`src/rtl/code_lock_prog_pkg.sv`:
```
`default_nettype none
// ---------------------------------------------------------------------------
// code_lock_prog_pkg : state encoding and width helpers for the code lock
// Rev 1.0
// ---------------------------------------------------------------------------
package code_lock_prog_pkg;

  typedef enum logic [2:0] {
    ST_IDLE     = 3'd0,
    ST_ENTER    = 3'd1,
    ST_UNLOCKED = 3'd2,
    ST_PROGRAM  = 3'd3,
    ST_LOCKOUT  = 3'd4
  } state_e;

  // Width of an index that must be able to hold 0..code_len.
  function automatic int idx_width(input int code_len);
    return $clog2(code_len + 1);
  endfunction

  function automatic int timer_width(input int a, input int b);
    return $clog2(((a > b) ? a : b) + 1);
  endfunction

endpackage
`default_nettype wire

```
`src/rtl/code_lock_prog_timer.sv`:
```
`default_nettype none
// ---------------------------------------------------------------------------
// lock_timer : loadable up/down cycle counter with terminal-count compare
// Rev 1.0
// ---------------------------------------------------------------------------
module lock_timer
  import code_lock_prog_pkg::*;
#(
  parameter int W = 7
) (
  input  logic         clk,
  input  logic         reset,
  input  logic         i_clr,
  input  logic         i_load,
  input  logic [W-1:0] i_load_val,
  input  logic         i_inc,
  input  logic         i_dec,
  input  logic [W-1:0] i_term,
  output logic         o_tc
);

  logic [W-1:0] cnt_d, cnt_q;

  always_comb begin
    cnt_d = cnt_q;
    if (i_clr)       cnt_d = '0;
    else if (i_load) cnt_d = i_load_val;
    else if (i_inc)  cnt_d = cnt_q + 1'b1;
    else if (i_dec)  cnt_d = cnt_q - 1'b1;
  end

  always_ff @(posedge clk or posedge reset) begin
    if (reset) cnt_q <= '0;
    else       cnt_q <= cnt_d;
  end

  assign o_tc = (cnt_q == i_term);

endmodule
`default_nettype wire

```
`src/rtl/code_lock_prog.sv`:
```
`default_nettype none
// ---------------------------------------------------------------------------
// code_lock_prog : programmable code-lock Moore FSM with timeout and lockout
// Rev 1.0
// ---------------------------------------------------------------------------
module code_lock_prog
  import code_lock_prog_pkg::*;
#(
  parameter int                            KEY_W        = 4,
  parameter int                            CODE_LEN     = 4,
  parameter logic [CODE_LEN*KEY_W-1:0]     DEFAULT_CODE = 16'h2841,
  parameter int                            TIMEOUT_CYC  = 32,
  parameter int                            MAX_FAIL     = 3,
  parameter int                            LOCKOUT_CYC  = 64
) (
  input  logic                            clk,
  input  logic                            reset,
  input  logic [KEY_W-1:0]                keys,
  input  logic                            lock_cmd,
  input  logic                            prog_req,
  output logic                            unlock,
  output logic [CODE_LEN-1:0]             progress,
  output logic                            programming,
  output logic                            locked_out,
  output logic [$clog2(MAX_FAIL+1)-1:0]   fail_cnt
);

  localparam int CW = CODE_LEN * KEY_W;
  localparam int IW = idx_width(CODE_LEN);
  localparam int FW = $clog2(MAX_FAIL + 1);
  localparam int TW = timer_width(TIMEOUT_CYC, LOCKOUT_CYC);
  localparam logic [TW-1:0] c_LOCK_LOAD    = TW'(LOCKOUT_CYC - 1);
  localparam logic [TW-1:0] c_TIMEOUT_TERM = TW'(TIMEOUT_CYC - 1);

  state_e        state_d, state_q;
  logic [IW-1:0] idx_d, idx_q;
  logic [FW-1:0] fail_d, fail_q;
  logic [CW-1:0] code_d, code_q;
  logic [CW-1:0] shadow_d, shadow_q;

  logic [KEY_W-1:0] w_exp_key;
  logic [CW-1:0]    w_shadow_wr;
  logic [FW-1:0]    w_fail_inc;
  logic [TW-1:0]    w_term;
  logic             w_tc, w_key, w_last, fail_ev;
  logic             t_clr, t_load, t_inc, t_dec;

  assign w_key      = (keys != '0);
  assign w_last     = (idx_q == IW'(CODE_LEN - 1));
  assign w_fail_inc = fail_q + 1'b1;
  assign w_term     = (state_q == ST_LOCKOUT) ? '0 : c_TIMEOUT_TERM;

  // Slot idx of the live code, and the shadow with the current key dropped into slot idx.
  always_comb begin
    w_exp_key   = '0;
    w_shadow_wr = shadow_q;
    for (int i = 0; i < CODE_LEN; i++) begin
      if (idx_q == IW'(i)) begin
        w_exp_key                   = code_q[i*KEY_W +: KEY_W];
        w_shadow_wr[i*KEY_W +: KEY_W] = keys;
      end
    end
  end

  always_comb begin
    state_d  = state_q;
    idx_d    = idx_q;
    fail_d   = fail_q;
    code_d   = code_q;
    shadow_d = shadow_q;
    fail_ev  = 1'b0;
    t_clr    = 1'b0;
    t_load   = 1'b0;
    t_inc    = 1'b0;
    t_dec    = 1'b0;
    case (state_q)
      ST_IDLE: begin
        if (w_key) begin
          if (keys == w_exp_key) begin
            state_d = ST_ENTER;
            idx_d   = IW'(1);
          end else begin
            fail_ev = 1'b1;
          end
        end
      end
      ST_ENTER: begin
        if (w_key) begin
          if (keys != w_exp_key) begin
            fail_ev = 1'b1;
          end else if (w_last) begin
            state_d = ST_UNLOCKED;
            idx_d   = '0;
            fail_d  = '0;
          end else begin
            idx_d = idx_q + 1'b1;
            t_clr = 1'b1;
          end
        end else if (w_tc) begin
          state_d = ST_IDLE;
          idx_d   = '0;
        end else begin
          t_inc = 1'b1;
        end
      end
      ST_UNLOCKED: begin
        if (lock_cmd) begin
          state_d = ST_IDLE;
        end else if (prog_req) begin
          state_d = ST_PROGRAM;
          idx_d   = '0;
        end
      end
      ST_PROGRAM: begin
        if (lock_cmd) begin
          state_d = ST_IDLE;
          idx_d   = '0;
        end else if (w_key) begin
          if (w_last) begin
            code_d  = w_shadow_wr;
            state_d = ST_IDLE;
            idx_d   = '0;
          end else begin
            shadow_d = w_shadow_wr;
            idx_d    = idx_q + 1'b1;
            t_clr    = 1'b1;
          end
        end else if (w_tc) begin
          state_d = ST_UNLOCKED;
          idx_d   = '0;
        end else begin
          t_inc = 1'b1;
        end
      end
      ST_LOCKOUT: begin
        if (w_tc) begin
          state_d = ST_IDLE;
          fail_d  = '0;
        end else begin
          t_dec = 1'b1;
        end
      end
      default: begin
        state_d = ST_IDLE;
        idx_d   = '0;
      end
    endcase

    if (fail_ev) begin
      idx_d   = '0;
      fail_d  = w_fail_inc;
      state_d = (w_fail_inc == FW'(MAX_FAIL)) ? ST_LOCKOUT : ST_IDLE;
    end

    // Any state change restarts the timer; entering lockout preloads the down-count.
    if (state_d != state_q) begin
      t_inc  = 1'b0;
      t_dec  = 1'b0;
      t_clr  = (state_d != ST_LOCKOUT);
      t_load = (state_d == ST_LOCKOUT);
    end
  end

  always_ff @(posedge clk or posedge reset) begin
    if (reset) begin
      state_q  <= ST_IDLE;
      idx_q    <= '0;
      fail_q   <= '0;
      code_q   <= DEFAULT_CODE;
      shadow_q <= '0;
    end else begin
      state_q  <= state_d;
      idx_q    <= idx_d;
      fail_q   <= fail_d;
      code_q   <= code_d;
      shadow_q <= shadow_d;
    end
  end

  lock_timer #(
    .W (TW)
  ) u_timer (
    .clk        (clk),
    .reset      (reset),
    .i_clr      (t_clr),
    .i_load     (t_load),
    .i_load_val (c_LOCK_LOAD),
    .i_inc      (t_inc),
    .i_dec      (t_dec),
    .i_term     (w_term),
    .o_tc       (w_tc)
  );

  always_comb begin
    progress = '0;
    if (state_q == ST_UNLOCKED) begin
      progress = '1;
    end else if (state_q == ST_ENTER || state_q == ST_PROGRAM) begin
      for (int i = 0; i < CODE_LEN; i++) progress[i] = (IW'(i) < idx_q);
    end
  end

  assign unlock      = (state_q == ST_UNLOCKED);
  assign programming = (state_q == ST_PROGRAM);
  assign locked_out  = (state_q == ST_LOCKOUT);
  assign fail_cnt    = fail_q;

endmodule
`default_nettype wire

```
`config.mk`:
```
export PLATFORM = sky130hd
export DESIGN_NAME = code_lock_prog
export DESIGN_NICKNAME = d
export VERILOG_FILES = /design/src/rtl/code_lock_prog_pkg.sv /design/src/rtl/code_lock_prog_timer.sv /design/src/rtl/code_lock_prog.sv
export SDC_FILE = /design/constraint.sdc
export NUM_CORES = 1
export LEC_CHECK = 0
export CORE_AREA = 3 3 71 73
export CTS_CLUSTER_DIAMETER = 50
export DETAILED_ROUTE_END_ITERATION = 7
export DIE_AREA = 0 0 74 76
export PLACE_DENSITY = 0.83
export SYNTH_ARGS = -nofsm -noshare
export SYNTH_HDL_FRONTEND = slang
export SYNTH_SLANG_ARGS = --single-unit
```
`constraint.sdc`:
```
create_clock -name clk -period 6.42 [get_ports clk]
set_clock_uncertainty 0.15 [all_clocks]
set_input_delay 0.642 -clock clk [delete_from_list [all_inputs] [get_ports clk]]
set_output_delay 0.642 -clock clk [all_outputs]
set_load 0.01 [all_outputs]
```
==> key figures <==
Power and ir drop
  – PD cells: 352 nW/um^2
  – VDD IR max: roughly 250 uV
  – P_sw: roughly 0.44 mW
  – Part of the power in registers: 35.4%
  – Switching share of power: 41.3%
  – Static leakage: 1.34 nW
  – Clock network power share: 16.0%
  – Gate power share: 48.6%
  – Int Pwr: 0.622 mW

GRT
  – Antenna violations before repair: 0
  – GRT Overall Usage: 22.8%
  – Vias in the first global route: 2,129
  – Largest net degree at the start of global routing: 44
  – First-pass GRT wire length: 10.1 mm
  – Total gr overflow: 0

Min path
  – Min-Delay Path Class: flip-flop to flip-flop
  – Critical hold path startpoint: code_q[8]$_DFFE_PP0P_
  – Hold Crit Depth: 2
  – Hold Path End: code_q[8]$_DFFE_PP0P_

Finish
  – Share of cells above drive strength 1: 16.4%
  – Number of fill cells: 336
  – Nets: 304
  – Antenna Cells: 0
  – Area Growth Syn to Fin: 6.56%
  – Layout Cell Area excl Fill: 3010 um^2

STA
  – RSZ-0062 raised after global routing: false
  – Post-layout min period: between 3000 and 4000 ps
  – F_max: between 0.2 and 0.3 GHz
  – Fin Hold WS: 330 ps
  – Final Setup Violations: 0
  – Final worst-path cycle share: 61.7%
  – Fin. Hold Viols: 0
  – Max-slew violations: 0
  – Relative slew slack: 26.7%
  – PnR worst setup slack: between 2000 and 2500 ps
  – Total Neg Setup Slack: 0 ps
  – Worst-Margin Slew: approximately 1100 ps

Critical path
  – Worst Reg2Reg Path Length in Cells: 13
  – Cell Chain, Critical Path: clkdlybuf4s50_1, nor4_2, nand2_1, or2_1, fa_1, a21o_1, a21oi_1, o21bai_1, a21oi_1, mux2i_1, nand2_1, o311ai_1
  – Crit. End Element: flip-flop
  – Critical Path Source Type: primary input
  – Crit path max fanout: 10
  – Reg-to-reg critical path endpoint: u_timer.cnt_q[6]$_DFFE_PP0P_
  – Max stage delay on crit path: 640 ps
  – Required @ worst endpoint: 6470 ps
  – Crit path kind: primary input to flip-flop
  – Critical Path AT: 4010 ps
  – Critical path buffers and inverters: 1
  – RR Startpoint: state_q[2]$_DFF_PP0_
  – R2r setup slk: 2630 ps
  – Crit path max-delay cell type: clkdlybuf4s50_1
  – Cell family contributing the most delay on the critical path: simple AND/OR/NAND/NOR gates

Synth
  – Synth top area share: approximately a third
  – Synth cell types: 70
  – Post-synthesis async set-or-reset flop share: 100%
  – Post-synth EDFFs: 0
  – Sequential cell area fraction in the yosys report: 38.3%
  – Cell Area, Synth: 2820 um^2
  – Ranking of synthesized cells by area: dfrtp_1, mux2_2, mux2i_1
  – Ys Warns: 0
  – Top-count cell post-synth: dfrtp_1
  – Syn_nets: 297
  – Main flop type after synthesis: dfrtp_1
  – Cell taking the most area after synthesis: dfrtp_1
  – Cells after Synth: about 280
  – Yosys reg bits: 43
  – Avg Cell Area, Syn: about 10 um^2
  – Most instantiated cells after synthesis: dfrtp_1, nand2_1, inv_1, o21ai_0

Placement
  – RD Place Congestion: 0.920
  – Placement Cell Area: about 2900 um^2
  – IO Port Bufs: 16
  – Pre-CTS setup slack: 2260 ps
  – Post-DP HPWL: 4.13 mm

Drt
  – Via Count: 2,102
  – Routed vias/inst: 6.20
  – # DRC: 0
  – Final WL: 5.83 mm
  – Pre-antenna DRT Iters: 4
  – Routed Antenna Nets: 0
  – Initial detailed-routing violation count: around 190
  – WL/cell: ~17 um

Clock network
  – TritonCTS clock tree: built
  – CTS Buffer Depth: 2
  – CTS Buf Count: 5
  – CTS clk-pin slew, worst paths: 80 ps
  – PostCTS Resize Cnt: 0
  – Hold-fix buffers at CTS: 0
  – Post-CTS Setup Repair Bufs: 0
  – Root Buffer: clkbuf_8
  – # clock sinks: between 40 and 50
  – CTS H-tree depth: 2
  – Later-pin clock latency in the skew report: 300 ps

Floorplanning
  – Width of the die: about 74 um
  – Die Span Y: about 76 um
  – Initial core utilization: around 64%
  – Core area: about 4400 um^2
  – Die area: 5620 um^2
  – Row Count: 24
  – I/O pin cnt: 17

Run status
  – Status: finished clean

Flow run
  – Max-cap violations: 0
[logic make-up (layout without fill, tap and decap cells)]
| group | count (synthesis) | count (layout) | synth area share (%) |
|---|---|---|---|
| multiplexers | 32 | 32 | 12.1 |
| adder cells (fa/ha/maj) | 10 | 10 | 4.70 |
| buffers and inverters | 37 | 45 | 7.53 |
| AND/OR/NAND/NOR | 78 | 78 | 16.7 |
| flip-flops | 43 | 43 | 38.3 |
| XOR/XNOR | 6 | 6 | 2.13 |
| AO/OA/AOI/OAI | 73 | 73 | 18.6 |
[layout make-up]
type / count / area [um^2] / area share [%]
clock buffer: 5 / 68.8 / 2.29
clock inverter: 3 / 20.0 / 0.666
inverter: 20 / 76.3 / 2.54
multi-input combinational: 199 / 1530 / 50.8
sequential: 43 / 1080 / 35.9
tap: 52 / 65.1 / 2.16
timing repair buffer: 17 / 168 / 5.57
[worst register-to-register path: cells and delay by family, from the launching register on]
| kind | cells | cell delay [ps] |
|---|---|---|
| adder cells (fa/ha/maj) | 1 | 480 |
| AND/OR/NAND/NOR | 4 | 1020 |
| flip-flops | 1 | 580 |
| multiplexers | 1 | 230 |
| AO/OA/AOI/OAI | 6 | 1150 |
| buffers and inverters | 1 | 90 |
[per-layer routing]
metal  part of all wire (%)  global-route usage (%)
met1                     48                    32.8
met2                     48                    34.8
met3                    3.8                    4.49
met4                   0.43                    6.52
met5                      0                       0
[worst max path at each step]
stage,from,end,slack [ps],depth (start not counted)
2_1_floorplan,keys[2],u_timer.cnt_q[6]$_DFFE_PP0P_,3210,13
3_3_place_gp,keys[1],u_timer.cnt_q[6]$_DFFE_PP0P_,2440,12
3_5_place_dp,keys[1],u_timer.cnt_q[6]$_DFFE_PP0P_,2260,12
4_1_cts,keys[1],u_timer.cnt_q[6]$_DFFE_PP0P_,2570,12
5_1_grt,keys[1],u_timer.cnt_q[6]$_DFFE_PP0P_,2280,12
6_report,keys[1],u_timer.cnt_q[6]$_DFFE_PP0P_,2460,12
[state kept, by name, summed over array words and instances, names as in the netlist]
name,count
code_q,16
shadow_q,12
fail_cnt,2
idx_q,3
u_timer.cnt_q,7
state_q,3
[power by group through the flow]
stage | registers, mW | logic, mW | clock network (mW)
finish | 0.375 | 0.515 | 0.170
global placement | 0.376 | 0.495 | 0
detailed placement | 0.376 | 0.505 | 0
CTS | 0.372 | 0.510 | 0.176
floorplan | 0.348 | 0.427 | 0
global route | 0.382 | 0.567 | 0.189
[placed cells by master (no fill, tap or decap), drive strengths merged, types with 3 or more instances in the layout]
cell type / count
xnor2: 4
ha: 9
a21o: 7
nand3: 3
nand2: 26
nor2: 9
o22ai: 3
nor2b: 4
mux2: 16
or3b: 4
clkdlybuf4s50: 16
dfrtp: 39
nor3: 4
o311ai: 8
inv: 19
or3: 4
mux2i: 16
and2: 3
clkbuf: 5
a21oi: 13
nand2b: 5
o21ai: 20
dfstp: 4
[metrics by stage]
step	instances	power [mW]	util (%)
after CTS	339	1.06	68.1
after global placement	331	0.871	66.1
after global routing	339	1.14	68.1
final	339	1.06	68.1
after detailed placement	331	0.882	66.1
after floorplan	279	0.776	-
Note: power is estimated with default switching activity, not from simulation.
